**config.mk**
```make
export PLATFORM = sky130hd
export DESIGN_NAME = fetch_unit
export DESIGN_NICKNAME = d
export VERILOG_FILES = /design/src/rtl/fetch_pkg.sv /design/src/rtl/fetch_fifo.sv /design/src/rtl/fetch_unit.sv
export SDC_FILE = /design/constraint.sdc
export NUM_CORES = 1
export LEC_CHECK = 0
export CORE_UTILIZATION = 55
export DETAILED_ROUTE_END_ITERATION = 7
export PLACE_DENSITY = 0.79
export SKIP_LAST_GASP = 1
export SLEW_MARGIN = 0
export SYNTH_ARGS = -nofsm -noshare
export SYNTH_HDL_FRONTEND = slang
export SYNTH_SLANG_ARGS = --single-unit
```
**constraint.sdc**
```tcl
create_clock -name clk -period 3.55 [get_ports clk]
set_input_delay 0.71 -clock clk [delete_from_list [all_inputs] [get_ports clk]]
set_output_delay 0.71 -clock clk [all_outputs]
set_load 0.1 [all_outputs]
```
**src/rtl/fetch_pkg.sv**
```systemverilog
// Shared types and widths for the instruction fetch unit.
package fetch_pkg;

  localparam int INST_W = 26;
  localparam int ADDR_W = 32;

  typedef enum logic [1:0] {
    RUN,
    DRAIN,
    HALTED
  } fetch_state_t;

endpackage

```
**src/rtl/fetch_fifo.sv**
```systemverilog
// Instruction buffer: circular FIFO of {pc, inst} entries with flush and occupancy count.
module fetch_fifo #(
  parameter int DEPTH = 4,
  parameter int W     = 58
) (
  input  logic                     clk,
  input  logic                     rst,
  input  logic                     push,
  input  logic                     pop,
  input  logic                     flush,
  input  logic [W-1:0]             din,
  output logic [W-1:0]             dout,
  output logic [$clog2(DEPTH):0]   count,
  output logic                     empty
);

  localparam int PW = $clog2(DEPTH);
  localparam logic [PW:0] FULL_CNT = (PW+1)'(DEPTH);

  logic [W-1:0]  mem [DEPTH];
  logic [PW-1:0] wr_ptr;
  logic [PW-1:0] rd_ptr;
  logic          do_push;
  logic          do_pop;

  assign empty   = (count == '0);
  assign do_pop  = pop && !empty;
  // A pop frees a slot in the same cycle, so a full buffer may still accept a push.
  assign do_push = push && ((count != FULL_CNT) || do_pop);

  // Masking keeps the head X-free while the unreset storage is still unwritten.
  assign dout = empty ? '0 : mem[rd_ptr];

  // NOTE: storage has no reset; occupancy alone decides which entries are meaningful.
  always_ff @(posedge clk) begin
    if (do_push && !flush) begin
      mem[wr_ptr] <= din;
    end
  end

  always_ff @(posedge clk or negedge rst) begin
    if (!rst) begin
      wr_ptr <= '0;
      rd_ptr <= '0;
      count  <= '0;
    end else if (flush) begin
      wr_ptr <= '0;
      rd_ptr <= '0;
      count  <= '0;
    end else begin
      if (do_push) wr_ptr <= wr_ptr + 1'b1;
      if (do_pop)  rd_ptr <= rd_ptr + 1'b1;
      case ({do_push, do_pop})
        2'b10:   count <= count + 1'b1;
        2'b01:   count <= count - 1'b1;
        default: count <= count;
      endcase
    end
  end

endmodule

```
**src/rtl/fetch_unit.sv**
```systemverilog
// Instruction fetch unit: issues word fetches to a synchronous ROM and buffers responses.
// Optional FETCH_STALL_CNT_EN adds a saturating stall_cnt output.
module fetch_unit
  import fetch_pkg::*;
#(
  parameter int                DEPTH    = 4,
  parameter logic [ADDR_W-1:0] RESET_PC = '0
) (
  input  logic              clk,
  input  logic              rst,
  output logic [ADDR_W-1:0] rom_addr,
  input  logic [INST_W-1:0] rom_q,
  input  logic              redirect,
  input  logic [ADDR_W-1:0] redirect_pc,
  input  logic              halt,
  output logic              out_valid,
  input  logic              out_ready,
  output logic [INST_W-1:0] out_inst,
  output logic [ADDR_W-1:0] out_pc
`ifdef FETCH_STALL_CNT_EN
  ,
  output logic [31:0]       stall_cnt
`endif
);

  localparam int CW = $clog2(DEPTH) + 1;
  localparam logic [CW:0] PEND_MAX = (CW+1)'(DEPTH);

  logic [ADDR_W-1:0]        pc_q;
  logic [ADDR_W-1:0]        inflight_pc_q;
  logic                     inflight_q;
  fetch_state_t             state_q;
  fetch_state_t             state_d;
  logic [CW-1:0]            fifo_count;
  logic                     fifo_empty;
  logic [ADDR_W+INST_W-1:0] fifo_dout;
  logic [CW:0]              pending;
  logic                     issue;
  logic                     push;
  logic                     pop;

  // Buffered plus in-flight entries bound issue so a response always has a slot.
  assign pending   = {1'b0, fifo_count} + {{CW{1'b0}}, inflight_q};
  assign issue     = (state_q == RUN) && !redirect && (pending < PEND_MAX);
  assign push      = inflight_q && !redirect;
  assign pop       = !fifo_empty && out_ready && !redirect;

  assign rom_addr  = pc_q;
  assign out_valid = !fifo_empty;
  assign {out_pc, out_inst} = fifo_dout;

  fetch_fifo #(
    .DEPTH (DEPTH),
    .W     (ADDR_W + INST_W)
  ) u_fifo (
    .clk   (clk),
    .rst   (rst),
    .push  (push),
    .pop   (pop),
    .flush (redirect),
    .din   ({inflight_pc_q, rom_q}),
    .dout  (fifo_dout),
    .count (fifo_count),
    .empty (fifo_empty)
  );

  // NOTE: every signal in this block gets a default first so no latch is inferred.
  always_comb begin
    state_d = state_q;
    if (redirect) begin
      state_d = halt ? HALTED : RUN;
    end else begin
      case (state_q)
        // A request issued in the halt cycle is the one that must be drained.
        RUN:     if (halt) state_d = issue ? DRAIN : HALTED;
        DRAIN:   state_d = halt ? HALTED : RUN;
        HALTED:  if (!halt) state_d = RUN;
        default: state_d = RUN;
      endcase
    end
  end

  // NOTE: sequential state uses non-blocking assignments so all registers update together.
  always_ff @(posedge clk or negedge rst) begin
    if (!rst) begin
      pc_q          <= RESET_PC;
      inflight_q    <= 1'b0;
      inflight_pc_q <= '0;
      state_q       <= RUN;
    end else begin
      state_q    <= state_d;
      inflight_q <= issue;
      if (issue) inflight_pc_q <= pc_q;
      if (redirect)   pc_q <= redirect_pc;
      else if (issue) pc_q <= pc_q + 1'b1;
    end
  end

`ifdef FETCH_STALL_CNT_EN
  always_ff @(posedge clk or negedge rst) begin
    if (!rst) begin
      stall_cnt <= '0;
    end else if (redirect) begin
      stall_cnt <= '0;
    end else if (!out_valid && (state_q == RUN) && (stall_cnt != '1)) begin
      stall_cnt <= stall_cnt + 1'b1;
    end
  end
`endif

endmodule

```
Yosys cells after proc, flatten, opt, wreduce, memory -nomap -nowiden
Memories as Yosys holds them, arrays and structs flattened.
Index checks and enable logic that the tools add are counted.
- register bits: 74
- RAM bits: 232
- input port bits: 63
- output and inout bits: 91
- word-level logic and storage cells: 57
- memories kept: 1
- add/subtract/negate cells: 6
- order comparisons: 1
- equal/unequal tests: 7
- muxes and demuxes: 17
- reductions and logical operators: 18
- memory list (memory ; depth ; width ; read ports ; clocked after Yosys merged registers in ; wr ports ; RTL line ; source):
    u_fifo.mem ; 4 ; 58 ; 1 ; 0 ; 1 ; fetch_fifo.sv:20 ; logic [W-1:0] mem [DEPTH];
- operators with widths (operator ; number):
    two-way mux 32 bit ; 2
    two-way mux 58 bit ; 1
    adder 32 x 1 -> 32 bit, second input constant ; 1
    two-way mux 2 bit ; 9
    != test 3 bit, second input constant ; 3
    logical AND 1 bit ; 8
    one-hot mux 2 bit (3 select lines) ; 1
    one-hot mux 3 bit (2 select lines) ; 1
    nonzero test 2 bit ; 3
    adder 2 x 1 -> 2 bit, second input constant ; 2
    adder 3 x 1 -> 4 bit ; 1
    equality test 2 x 1 -> 1 bit, second input constant ; 2
    equality test 2 bit, second input constant ; 2
    < comparator 4 x 3 -> 1 bit, second input constant ; 1
    adder 3 x 1 -> 3 bit, second input constant ; 1
    zero test 3 bit ; 1
    two-way mux 3 bit ; 1
    nonzero test 3 bit ; 1
    subtractor 3 x 1 -> 3 bit, second input constant ; 1
    zero test 1 bit ; 2
    zero test 2 bit ; 1
    two-way mux 1 bit ; 2
    AND reduction 2 bit ; 1
    logical OR 1 bit ; 1

Logic depth before layout (Yosys ltp)
Gate-level depths: netlist of run 1.
- word-level depth: 10
- mapped depth: 9
- gate-level depth less buffers: 7

Cells and area by module
From an unflattened synthesis of run 1, not the netlist that was laid out.
- cells, all modules: 804
- area total of the unflattened synthesis: 12632.1 um2
- by module, submodules not included (module ; instances ; cells an instance ; area an instance (um2) ; seq. area each (um2)):
    fetch_fifo ; 1 ; 434 ; 9365.2 ; 7141.8
    fetch_unit ; 1 ; 370 ; 3266.9 ; 1676.6

Worst setup path before layout of run 1
OpenSTA, ideal clock, no wires.
- path kind: input -> register
- start point: in redirect
- end point: mem u_fifo.mem[0][0], enable pin
- setup time: 422 ps
- arrival: 2921 ps
- required time: 3128 ps
- setup slack: 207 ps
- cell stages on the path: 3
- path buffers: 1
- cell sequence: buf_4 nor3b_1 and2_1
- cells in the longest elaborated chain, start to end: 8
- elaborated cells between the ends (all ways): 9
- classes of those cells: mux (2); reduce/logical (7)
- RTL lines (element ; RTL line ; source):
    from (decl) ; fetch_unit.sv:13 ; input logic redirect,
    zero test 1 bit (*) ; fetch_fifo.sv:36, fetch_unit.sv:45, fetch_unit.sv:46 ;
    logical AND 1 bit ; fetch_unit.sv:46 ; assign pop = !fifo_empty && out_ready && !redirect;
    logical AND 1 bit ; fetch_fifo.sv:27 ; assign do_pop = pop && !empty;
    logical OR 1 bit ; fetch_fifo.sv:29 ; assign do_push = push && ((count != FULL_CNT) || do_pop);
    logical AND 1 bit ; fetch_fifo.sv:29 ;
    logical AND 1 bit (*) ; fetch_fifo.sv:36 ; if (do_push && !flush) begin
    two-way mux 1 bit (*) ; fetch_fifo.sv:36 ;
    two-way mux 1 bit (implied by the code) (*) ; fetch_fifo.sv:37 ; mem[wr_ptr] <= din;
    to (decl) ; fetch_fifo.sv:20 ;
Mark *: on every way between the ends. The rest lies on a longest branch, timed or not.

Worst setup path in the final report of run 1
- start point: reg u_fifo.rd_ptr[0]
- end point: out out_pc[20]
- cells in the longest elaborated chain, start to end: 2
- RTL lines (element ; RTL line ; source):
    from (decl) ; fetch_fifo.sv:22 ; logic [PW-1:0] rd_ptr;
    from (signal assigned) ; fetch_fifo.sv:52 ; if (do_pop) rd_ptr <= rd_ptr + 1'b1;
    memory (4 x 58 bit) ; n/a ;
    two-way mux 58 bit ; fetch_fifo.sv:32 ; assign dout = empty ? '0 : mem[rd_ptr];
    to (decl) ; fetch_unit.sv:19 ; output logic [ADDR_W-1:0] out_pc
No other way between the ends.

==> flow_summary_export.csv, run 1 <==
group,metric,value,unit
sta,max_freq,0.3062,GHz
sta,min_period,3.266,ns
clock_network,clockBufferDepth,3,
place,dp_cells,1192,
sta,tns,0,ns
logic_synthesis,yosysMostFrequentCell,"edfxtp_1",
detailed_routing,ant_nets,0,
sta,whs,0.1283,ns
floorplan,fp.dieArea,23300,µm²
power_and_ir_drop,irDropWorstVdd,0.0004759,V
clock_network,htree_num_levels,1,
floorplan,die_y,152.6,µm
critical_path,cpMaxStageDelayCell,"dfrtp_4",
layout,final_nets,1013,
place,portBuffers,153,
detailed_routing,drcViolationCount,18,
sta,hold_viol,0,
clock_network,clk_latency,0.55,ns
place,pre_cts_ws,0.5595,ns
logic_synthesis,synth_ff_type,"edfxtp_1",
critical_path,crit_top_cell,"buf_4",
global_route,gr-total-overflow,0,
clock_network,cts_resized,0,
power_and_ir_drop,p_leak,5.564,nW
logic_synthesis,synth_edf_count,232,
critical_path,path_max_fanout,19,
clock_network,cts_hold_buffers,0,
power_and_ir_drop,p_comb_frac,0.315,
sta,slew_violations,0,
global_route,track_usage,0.2348,
logic_synthesis,synthTopCellsByCount,"edfxtp_1 (232), nand2_1 (122), dfrtp_1 (74), and2_1 (62), mux4_2 (58)",
power_and_ir_drop,power_frac_clock,0.272,
floorplan,initial_core_util,0.5666,
layout,ff_latch_area,8823,µm²
clock_network,cts_setup_buffers,0,
critical_path,max_stage_delay,0.68,ns
critical_path,critical-path-top-delay-family,"flip-flops",
layout,multiInputGateArea,3427,µm²
clock_network,cts_inserted_buffers,30,
place,gp_congestion,0.8535,
layout,syn_to_final_growth,21.72,%
power_and_ir_drop,p_seq_frac,0.413,
power_and_ir_drop,switching_share,0.3752,
logic_synthesis,syn_area,12480,µm²
sta,setup_ws,0.2837,ns
logic_synthesis,ys_top_cells_by_area,"edfxtp_1 (56%), dfrtp_1 (15%), mux4_2 (10%), nand2_1 (3.7%), and2_1 (3.1%)",
logic_synthesis,syn_avg_cell_area,15.92,µm²
sta,setup_viol,0,
critical_path,critPathKind,"register to primary output",
global_route,grt_first_pass_wirelength,41990,µm
detailed_routing,wl,26220,µm
run_status,status,"finished, violations left",
floorplan,die_x,152.6,µm
detailed_routing,num_vias,7271,
logic_synthesis,syn_nets,853,
clock_network,cts_sinks,306,
sta,slew_headroom,0.3502,
layout,fill_cells,1469,
floorplan,core_area,22030,µm²
logic_synthesis,yosysSeqAreaShare,0.7066,
power_and_ir_drop,power_density,766.1,nW/µm²
critical_path,worstPathRequired,2.84,ns
run_status,violations,"design-rule violations",
logic_synthesis,synthArstFlopShare,0.2418,
sta,finClkSkew,0.02199,ns
clock_network,cts_root_buffer,"clkbuf_16",
sta,rsz0062_at_grt,"no",
critical_path,crit_chain,"buf_4 -> mux4_2 -> and2_1 -> buf_4",
critical_path,arrival,2.56,ns
power_and_ir_drop,p_int,0.007271,W
critical_path,worst-path-buf-inv,2,
clock_network,path_clk_slew,0.06,ns
clock_network,cts_tree,"yes",
flow_run,max_cap_viol_count,0,
global_route,grt_pass1_vias,7536,
logic_synthesis,yosys_warnings,0,
detailed_routing,wl_per_cell,20.99,µm
layout,drive_gt1_frac,0.2262,
logic_synthesis,synth_top_area_frac,0.5583,
floorplan,rows,54,
logic_synthesis,synth-seq-cells,306,
detailed_routing,drtPass1Iterations,8,
sta,fin_crit_sh,0.9201,
power_and_ir_drop,power_switching,0.004366,W
critical_path,cp-end-kind,"primary output",
global_route,antenna_found_initial,1,
detailed_routing,first_iter_violations,594,
detailed_routing,via_per_inst,5.821,
global_route,grt_max_degree,64,
floorplan,ios,154,
sta,worst_pin_slew,0.9717,ns
logic_synthesis,yosys.cell_types.count,53,
worst_hold_path,hold_path.class,"input pin to asynchronous set/reset pin",
critical_path,start_kind,"register",
logic_synthesis,syn-instance-count,784,
place,dp_hpwl,15940,µm
layout,finalNonFillerCells,1249,
logic_synthesis,synth_top_area_cell,"edfxtp_1",
[final timing paths]
kind | cells past startpoint | from | slack [ns] | endpoint
worst max-delay path | 4 | u_fifo.rd_ptr[0]$_DFFE_PN0P_ | 0.28 | out_pc[20]
worst min-delay path | 1 | rst | 0.13 | rom_addr[18]$_DFFE_PN0P_
worst max register to register | 7 | u_fifo.count[1]$_DFFE_PN0P_ | 1.17 | u_fifo.count[2]$_DFFE_PN0P_
worst min register to register | 0 | inflight_pc_q[8]$_DFFE_PN0P_ | 0.51 | u_fifo.mem[0][34]$_DFFE_PP_
max in group asynchronous | 2 | rst | 2.71 | u_fifo.rd_ptr[0]$_DFFE_PN0P_
min in group clk | 0 | inflight_pc_q[8]$_DFFE_PN0P_ | 0.51 | u_fifo.mem[0][34]$_DFFE_PP_
[layout make-up]
class / count / area share
timing repair buffer: 172 / 0.1013
clock inverter: 7 / 0.005601
clock buffer: 49 / 0.06079
multi-input combinational: 427 / 0.2256
antenna: 1 / 0.0001647
sequential: 306 / 0.5809
tap: 280 / 0.02306
inverter: 7 / 0.002554
[cells by family (layout without fill, tap and decap cells)]
| family | Yosys count | in the layout | share of synthesized area |
|---|---|---|---|
| DFF | 306 | 306 | 0.7066 |
| and+or+nand+nor | 280 | 280 | 0.1146 |
| AOI/OAI and AO/OA | 65 | 65 | 0.03489 |
| muxes | 61 | 61 | 0.1072 |
| buffers and inverters | 51 | 235 | 0.01955 |
| xor gates and xnor gates | 15 | 15 | 0.01053 |
| adders and majority gates | 6 | 6 | 0.006617 |
| other | 0 | 1 | 0 |
[power by group through the flow]
stage	registers, W	clock network (W)	logic [W]
floorplan	0.00508	0	0.00254
global placement	0.00484	0	0.00364
detailed placement	0.00487	0	0.00368
CTS	0.00480	0.00321	0.00371
global route	0.00486	0.00335	0.00385
finish	0.00480	0.00317	0.00367
[worst reg2reg max path, delay by kind of cell (launching register included)]
family                     cells  cell delay [ns]
AOI/OAI and AO/OA              2             0.80
DFF                            1             0.47
xor gates and xnor gates       1             0.17
adders and majority gates      1             0.42
and+or+nand+nor                3             0.39
[layer usage]
metal	wire length, µm	part of all wire	global-route usage
met1	10600	0.40	0.3212
met2	13140	0.50	0.3890
met3	2049	0.078	0.04807
met4	417	0.016	0.06061
met5	13	0.00050	0
[placed cells by master (no fill, tap or decap), drive strengths merged, types with 2 or more instances in the layout]
cell	Yosys	routed
a21o	5	5
mux2i	2	2
clkinv	1	5
ha	5	5
nor4	6	6
edfxtp	232	232
o31ai	3	3
o21ai	26	26
bufinv	0	2
mux4	58	58
o311ai	8	8
nor2	16	16
inv	6	6
nand3b	2	2
or4	2	2
a221o	4	4
clkdlybuf4s50	0	70
nor2b	5	5
xnor2	3	3
nor3b	3	3
and2	64	64
a22oi	3	3
buf	15	102
o211ai	3	3
a21oi	5	5
nand2	122	122
and3	6	6
nand4	12	12
or3	2	2
dfrtp	74	74
a31oi	2	2
o31a	2	2
and4	3	3
clkbuf	29	49
nand3	25	25
nor3	9	9
xor2	12	12
[through the flow]
stage	area [µm²]	util	total power [W]
5_1_grt	15190	0.6895	0.01206
2_1_floorplan	12480	-	0.007621
4_1_cts	15190	0.6895	0.01172
3_5_place_dp	14180	0.6437	0.008550
3_3_place_gp	14180	0.6437	0.008482
6_report	15190	0.6896	0.01164
[flip-flops by register name, summed over array words and instances, names as in the netlist]
name           cells
inflight_pc_q     32
u_fifo.mem       232
u_fifo.rd_ptr      2
state_q            2
u_fifo.wr_ptr      2
u_fifo.count       3
rom_addr          32
inflight_q         1
No activity file was read; power rests on OpenSTA's default activity.
==> inputs of run 2 (changes only) <==
--- a/config.mk
+++ b/config.mk
@@ -5,6 +5,7 @@
 export SDC_FILE = /design/constraint.sdc
 export NUM_CORES = 1
 export LEC_CHECK = 0
+export ABC_CLOCK_PERIOD_IN_PS = 3550
 export CORE_UTILIZATION = 55
 export DETAILED_ROUTE_END_ITERATION = 7
 export PLACE_DENSITY = 0.79
==> results of run 2 <==
No change in the layout: final DEF, timing and power equal those of run 1.
